[src/rtl/wb_arbiter.sv]
//------------------------------------------------------------------------------
// Module   : wb_arbiter
// Brief    : Write-back arbiter and busy-register scoreboard for the single
//            write port of a 32x32 register file. Port 0 (ALU) and port 1
//            (load/mul) share one registered write port; outstanding slow-path
//            destinations are tracked so decode can stall on read hazards.
// Config   : WBARB_STARVE_EN - when defined, a MAX_WAIT starvation counter
//            forces port 1 to win after MAX_WAIT lost cycles; when undefined,
//            port 0 has strict fixed priority.
// Revision : 1.0 - initial release
//------------------------------------------------------------------------------
`default_nettype none

module wb_arbiter #(
  parameter int MAX_WAIT = 4
) (
  input  logic        clk,
  input  logic        rst,
  input  logic        req0_valid,
  input  logic [4:0]  req0_rd,
  input  logic [31:0] req0_data,
  output logic        req0_ready,
  input  logic        req1_valid,
  input  logic [4:0]  req1_rd,
  input  logic [31:0] req1_data,
  output logic        req1_ready,
  input  logic        issue_valid,
  input  logic [4:0]  issue_rd,
  output logic        issue_ready,
  input  logic [4:0]  ra,
  input  logic [4:0]  rb,
  output logic        hazard_a,
  output logic        hazard_b,
  output logic [4:0]  rw,
  output logic [31:0] bus_w,
  output logic        reg_wr
);

  localparam logic [3:0] c_max_wait = 4'(MAX_WAIT);

  logic [31:0] r_busy;
  logic [31:0] w_busy_nxt;
  logic [4:0]  r_rw;
  logic [31:0] r_bus_w;
  logic        r_reg_wr;
  logic        w_req0;
  logic        w_req1;
  logic        w_force1;
  logic        w_grant0;
  logic        w_grant1;
  logic        w_issue_acc;

`ifdef WBARB_STARVE_EN
  logic [3:0]  r_wait_cnt;

  // Port 1 is forced to win once it has lost MAX_WAIT cycles in a row
  assign w_force1 = (r_wait_cnt == c_max_wait);

  // Starvation counter: count port-1 losses, saturate, clear on grant or idle
  always_ff @(posedge clk or posedge rst) begin
    if (rst) begin
      r_wait_cnt <= 4'd0;
    end else if (req1_valid && !w_grant1) begin
      if (r_wait_cnt != c_max_wait) begin
        r_wait_cnt <= r_wait_cnt + 4'd1;
      end
    end else begin
      r_wait_cnt <= 4'd0;
    end
  end
`else
  logic        w_unused_cfg;

  // Fixed priority: port 0 always wins when both request
  assign w_force1     = 1'b0;
  assign w_unused_cfg = ^c_max_wait;
`endif

  // Requests are masked while in reset so no ready is ever shown then
  assign w_req0   = req0_valid & ~rst;
  assign w_req1   = req1_valid & ~rst;
  assign w_grant1 = w_req1 & (~w_req0 | w_force1);
  assign w_grant0 = w_req0 & ~w_grant1;

  assign req0_ready = w_grant0;
  assign req1_ready = w_grant1;

  // Register 0 never becomes busy, so it is always issuable
  assign issue_ready = ~r_busy[issue_rd] | (issue_rd == 5'd0);
  assign w_issue_acc = issue_valid & issue_ready & (issue_rd != 5'd0);

  // Scoreboard next state: clear on port-1 commit, then set on issue (set wins)
  always_comb begin
    w_busy_nxt = r_busy;
    if (w_grant1) begin
      w_busy_nxt[req1_rd] = 1'b0;
    end
    if (w_issue_acc) begin
      w_busy_nxt[issue_rd] = 1'b1;
    end
    w_busy_nxt[0] = 1'b0;
  end

  // Scoreboard register
  always_ff @(posedge clk or posedge rst) begin
    if (rst) begin
      r_busy <= 32'd0;
    end else begin
      r_busy <= w_busy_nxt;
    end
  end

  // Registered write port; writes to register 0 are accepted but not enabled
  always_ff @(posedge clk or posedge rst) begin
    if (rst) begin
      r_rw     <= 5'd0;
      r_bus_w  <= 32'd0;
      r_reg_wr <= 1'b0;
    end else if (w_grant1) begin
      r_rw     <= req1_rd;
      r_bus_w  <= req1_data;
      r_reg_wr <= (req1_rd != 5'd0);
    end else if (w_grant0) begin
      r_rw     <= req0_rd;
      r_bus_w  <= req0_data;
      r_reg_wr <= (req0_rd != 5'd0);
    end else begin
      r_reg_wr <= 1'b0;
    end
  end

  assign rw     = r_rw;
  assign bus_w  = r_bus_w;
  assign reg_wr = r_reg_wr;

  // Stall on a busy register or on the staged write not yet in the file
  assign hazard_a = (ra != 5'd0) & (r_busy[ra] | (r_reg_wr & (r_rw == ra)));
  assign hazard_b = (rb != 5'd0) & (r_busy[rb] | (r_reg_wr & (r_rw == rb)));

endmodule

`default_nettype wire

[config.mk]
export PLATFORM = sky130hd
export DESIGN_NAME = wb_arbiter
export DESIGN_NICKNAME = d
export VERILOG_FILES = /design/src/rtl/wb_arbiter.sv
export SDC_FILE = /design/constraint.sdc
export NUM_CORES = 1
export LEC_CHECK = 0
export ABC_AREA = 1
export CORE_ASPECT_RATIO = 1.25
export CORE_MARGIN = 8
export CORE_UTILIZATION = 51
export CTS_CLUSTER_SIZE = 30
export DETAILED_ROUTE_END_ITERATION = 8
export PLACE_DENSITY = 0.95
export SKIP_CTS_REPAIR_TIMING = 1
export SYNTH_ARGS = -nofsm -noshare
export SYNTH_HDL_FRONTEND = slang
export SYNTH_SLANG_ARGS = --single-unit
[constraint.sdc]
create_clock -name clk -period 7.78 [get_ports clk]
set_input_delay 1.556 -clock clk [delete_from_list [all_inputs] [get_ports clk]]
set_output_delay 1.556 -clock clk [all_outputs]
set_load 0.05 [all_outputs]
### Yosys cells after proc, flatten, opt, wreduce, memory -nomap -nowiden

Index checks and enable logic that the tools add are counted.

* flip-flop bits (word level): 69
* input bits: 94
* output and inout bits: 43

* magnitude comparators: 6
* eq/ne operators: 2
* muxes and demuxes: 18
* bitwise logic cells: 20
* reductions and logical operators: 9

Operators by type and width (number)
* $mux 32: 4
* $and 32x32->32: 1
* $not 32->32: 1
* $or 32x32->32: 1
* $reduce_bool 5->1: 5
* $lt 5x6->1 const B: 4
* $bmux 1 s5: 3
* $and 1x1->1: 10
* $demux 1 s5: 2
* $eq 5x5->1: 2
* $ge 5x1->1 const B: 2
* $mux 5: 2
* $mux 1: 7
* $logic_not 5->1: 1
* $not 1->1: 4
* $or 1x1->1: 3
* $logic_and 1x1->1: 2
* $reduce_bool 2->1: 1

### Longest topological paths before layout

* depth after elaboration: 9
* depth in mapped cells: 12

### Worst setup path before layout

OpenSTA, ideal clock, no wires.

* path type: input to output
* from: input port rst
* to: output port req1_ready
* data arrival time: 3.470 ns
* setup slack: 2.754 ns
* cell stages on the path: 5
* path buffers: 2
* cell sequence: inv_2 > nand2_1 > nor2_1 > buf_2 > buf_1

* word-level cells in the longest chain between the ends: 4

RTL lines
* start, declared: RTL line 18 `input logic rst,`
* $not 1->1 *: RTL line 80, 81
* $and 1x1->1: RTL line 80 `assign w_req0 = req0_valid & ~rst;`
* $not 1->1: RTL line 82 `assign w_grant1 = w_req1 & (~w_req0 | w_force1);`
* $and 1x1->1 *: RTL line 82
* end, declared: RTL line 26 `output logic req1_ready,`

Every way passes the cells marked *; elsewhere a longest branch is shown, timed or not.

### Final worst setup path

* from: input port issue_rd[0]
* to: output port issue_ready

* word-level cells in the longest chain between the ends: 4

RTL lines
* start, declared: RTL line 28 `input logic [4:0] issue_rd,`
* $bmux 1 s5: RTL line 89 `assign issue_ready = ~r_busy[issue_rd] | (issue_rd == 5'd0);`
* $mux 1 (not written as such): RTL line 89
* $not 1->1: RTL line 89
* $or 1x1->1 *: RTL line 89
* end, declared: RTL line 29 `output logic issue_ready,`

Every way passes the cells marked *; elsewhere a longest branch is shown, timed or not. The select of a mux whose other input is x is not followed.

==> results.sh <==
export IMPL_area_growth_synth_to_final_pct=35.6
export IMPL_cp_common_cell="nand2_1"
export IMPL_path_clk_slew_ps=80
export IMPL_finClkSkew_ps=5.97
export IMPL_wirelength_met1_um=6450
export IMPL_final_common_cell="nand2_1"
export IMPL_r2r_end="r_busy[4]$_DFF_PP0_"
export IMPL_irDropWorstVdd_mv=0.155
export IMPL_syn_area_um2=4390
export IMPL_synth_cell_types=32
export IMPL_max_freq_mhz=164
export IMPL_synth_xor_area_share_pct=0
export IMPL_leakage_uw=0.00275
export IMPL_drc_errors=0
export IMPL_top_layer="met4"
export IMPL_cp_cell_sequence="clkdlybuf4s50_1, nand2_2, inv_1, nand2_1, nand4_1, nand2_1, nand2_1, nor2_4, and2_1, clkdlybuf4s50_1"
export IMPL_hold_end="bus_w[16]$_DFFE_PP0P_"
export IMPL_yosys_warnings=0
export IMPL_dp_cells=853
export IMPL_status="completed"
export IMPL_r2r_start="r_busy[9]$_DFF_PP0_"
export IMPL_cts_buffers_inserted=9
export IMPL_synthSimpleGateAreaFrac_pct=35.8
export IMPL_hold_path_class="reg2reg"
export IMPL_final_period_utilization_pct=78.2
export IMPL_fillCellCount=674
export IMPL_root_buffer="clkbuf_8"
export IMPL_instances_no_fill=869
export IMPL_hold_path_depth=2
export IMPL_num_io_pins=137
export IMPL_fin_area_um2=5950
export IMPL_slew_viol_final=0
export IMPL_htree_levels=3
export IMPL_arrival_ps=4530
export IMPL_hp_start="bus_w[16]$_DFFE_PP0P_"
export IMPL_critPathKind="in2out"
export IMPL_crit_slowest_cell="clkdlybuf4s50_1"
export IMPL_ys_ff_latch=69
export IMPL_reg2reg_setup_slack_ps=5960
export IMPL_post_dp_cell_area_um2=5740
export IMPL_dieArea_um2=11900
export IMPL_synth_compound_area_share_pct=15.3
export IMPL_cap_violations=0
export IMPL_synthMuxAreaShare_pct=0
export IMPL_critical_path_endpoint_type="output pin"
export IMPL_drive_above_1_share_pct=5.20
export IMPL_rr_worst_depth=9
export IMPL_cts_tree="done"
export IMPL_num_antenna_cells=0
export IMPL_synth_fa_ha_area_share_pct=0
export IMPL_core_area_um2=8510
export IMPL_power_density_nw_per_um2=208
export IMPL_synth_cells=642
export IMPL_grt_usage_pct=27.3
export IMPL_cp_required_ps=6220
export IMPL_grt_pass1_vias=4849
export IMPL_drt_wl_total_um=16300
export IMPL_hold_viol_final=0
export IMPL_dpl_hpwl_um=12200
export IMPL_rsz0062_at_grt="false"
export IMPL_postRouteAntennaNets=0
export IMPL_slew_limit_headroom_pct=41.9
export IMPL_synth_nets=736
export IMPL_worstPathMaxFanout=32
export IMPL_synth_seq_area_share_pct=39.3
export IMPL_std_cell_rows=38
export IMPL_slowest_delay_ps=800
export IMPL_setup_viol=0
export IMPL_tns_ps=0
export IMPL_synth_top_family_by_area="simple AND/OR/NAND/NOR gates"
export IMPL_cts_sinks=69
export IMPL_dr_wl_met3_um=1360
export IMPL_fin_ws_ps=1690
export IMPL_nets=858
export IMPL_cp_start_kind="input port"
export IMPL_die_w_um=99.0
export IMPL_dp_slack_ps=1730
export IMPL_period_needed_ps=6090
export IMPL_grt_pass1_wl_um=25800
export IMPL_postSynthAreaPerCell_um2=6.84
export IMPL_insertion_delay_ps=350
export IMPL_vias=5073
export IMPL_viasPerCell=5.84
export IMPL_wl_per_cell_um=18.7
export IMPL_layout_common_cells="206 x nand2_1, 136 x clkdlybuf4s50_1, 69 x dfrtp_1"
export IMPL_worst_pin_slew_ps=871
export IMPL_drt_iter0_markers=571
export IMPL_dr_pass1_iters=6
export IMPL_die_h_um=120
export IMPL_gp_congestion=0.948
export IMPL_grt_max_degree=70
export IMPL_antenna_found_initial=0
export IMPL_initial_utilization_pct=51.6
export IMPL_grt_overflow=0
export IMPL_wl_met2_um=7850
export IMPL_numPortBuffers=136
export IMPL_clockBufferDepth=2
[critical path, delay by kind of cell]
kind	cells	cell delay, ps
and+or+nand+nor	7	1420
buffers and inverters	3	1550
[where the power goes]
group | switching [uW] | internal (uW) | total [uW]
Combinational | 282 | 161 | 443
Clock | 142 | 165 | 308
Sequential | 66.8 | 424 | 490
Total | 491 | 750 | 1240
[synth_stat cells]
cell type | instances | area (um2)
a21oi_1 | 16 | 80.1
a21oi_2 | 1 | 8.76
a22oi_1 | 33 | 248
and2_1 | 1 | 6.26
and3_1 | 1 | 6.26
buf_1 | 4 | 15.0
buf_2 | 3 | 15.0
buf_4 | 4 | 30.0
buf_6 | 4 | 45.0
buf_8 | 1 | 15.0
clkbuf_1 | 12 | 45.0
clkbuf_4 | 1 | 7.51
clkinv_1 | 1 | 3.75
dfrtp_1 | 69 | 1730
inv_1 | 57 | 214
inv_2 | 8 | 30.0
nand2_1 | 206 | 773
nand2_2 | 2 | 12.5
nand2_4 | 1 | 11.3
nand3_1 | 40 | 200
nand4_1 | 36 | 225
nor2_1 | 65 | 244
nor2_2 | 3 | 18.8
nor2_4 | 2 | 22.5
nor3_1 | 10 | 50.1
o211ai_1 | 5 | 37.5
o21ai_0 | 45 | 225
o21ai_1 | 3 | 15.0
o221ai_1 | 1 | 8.76
o22ai_1 | 3 | 18.8
o31ai_1 | 3 | 22.5
o41ai_1 | 1 | 8.76
[cell families (layout without fill, tap and decap cells)]
| logic type | count (synthesis) | in the layout |
|---|---|---|
| flip-flops | 69 | 69 |
| AO/OA/AOI/OAI | 111 | 111 |
| buffers and inverters | 95 | 222 |
| AND/OR/NAND/NOR | 367 | 367 |
[cell type report]
cell class,instances,area [um2],area share [%]
sequential,69,1730,29.0
timing repair buffer,140,1390,23.4
multi-input combinational,478,2250,37.8
inverter,66,248,4.16
clock buffer,11,151,2.54
tap,100,125,2.10
clock inverter,5,58.8,0.988
[through the flow]
step / util [%] / power (uW) / hold slack [ps]
global placement: 67.5 / 918 / 465
detailed placement: 67.5 / 930 / 469
global route: 69.9 / 1300 / 514
CTS: 69.9 / 1240 / 491
finish: 69.9 / 1240 / 487
floorplan: - / 754 / 465
[registers in the layout, summed over array words and instances (netlist names)]
| register | flops |
|---|---|
| rw | 5 |
| bus_w | 32 |
| r_busy | 31 |
| reg_wr | 1 |
[worst max-delay path by stage]
stage	start	to	cells past startpoint
after floorplan	rst	req1_ready	5
after global placement	issue_rd[0]	issue_ready	10
after detailed placement	issue_rd[0]	issue_ready	10
after CTS	issue_rd[0]	issue_ready	10
after global routing	issue_rd[0]	issue_ready	10
final	issue_rd[0]	issue_ready	10
[per-layer routing]
metal / vias up / track usage, %
li1: 2375 / -
met1: 2353 / 33.7
met2: 296 / 44.3
met3: 49 / 5.85
met4: 0 / 13.2
met5: - / 0
No activity file was read; power rests on OpenSTA's default activity.
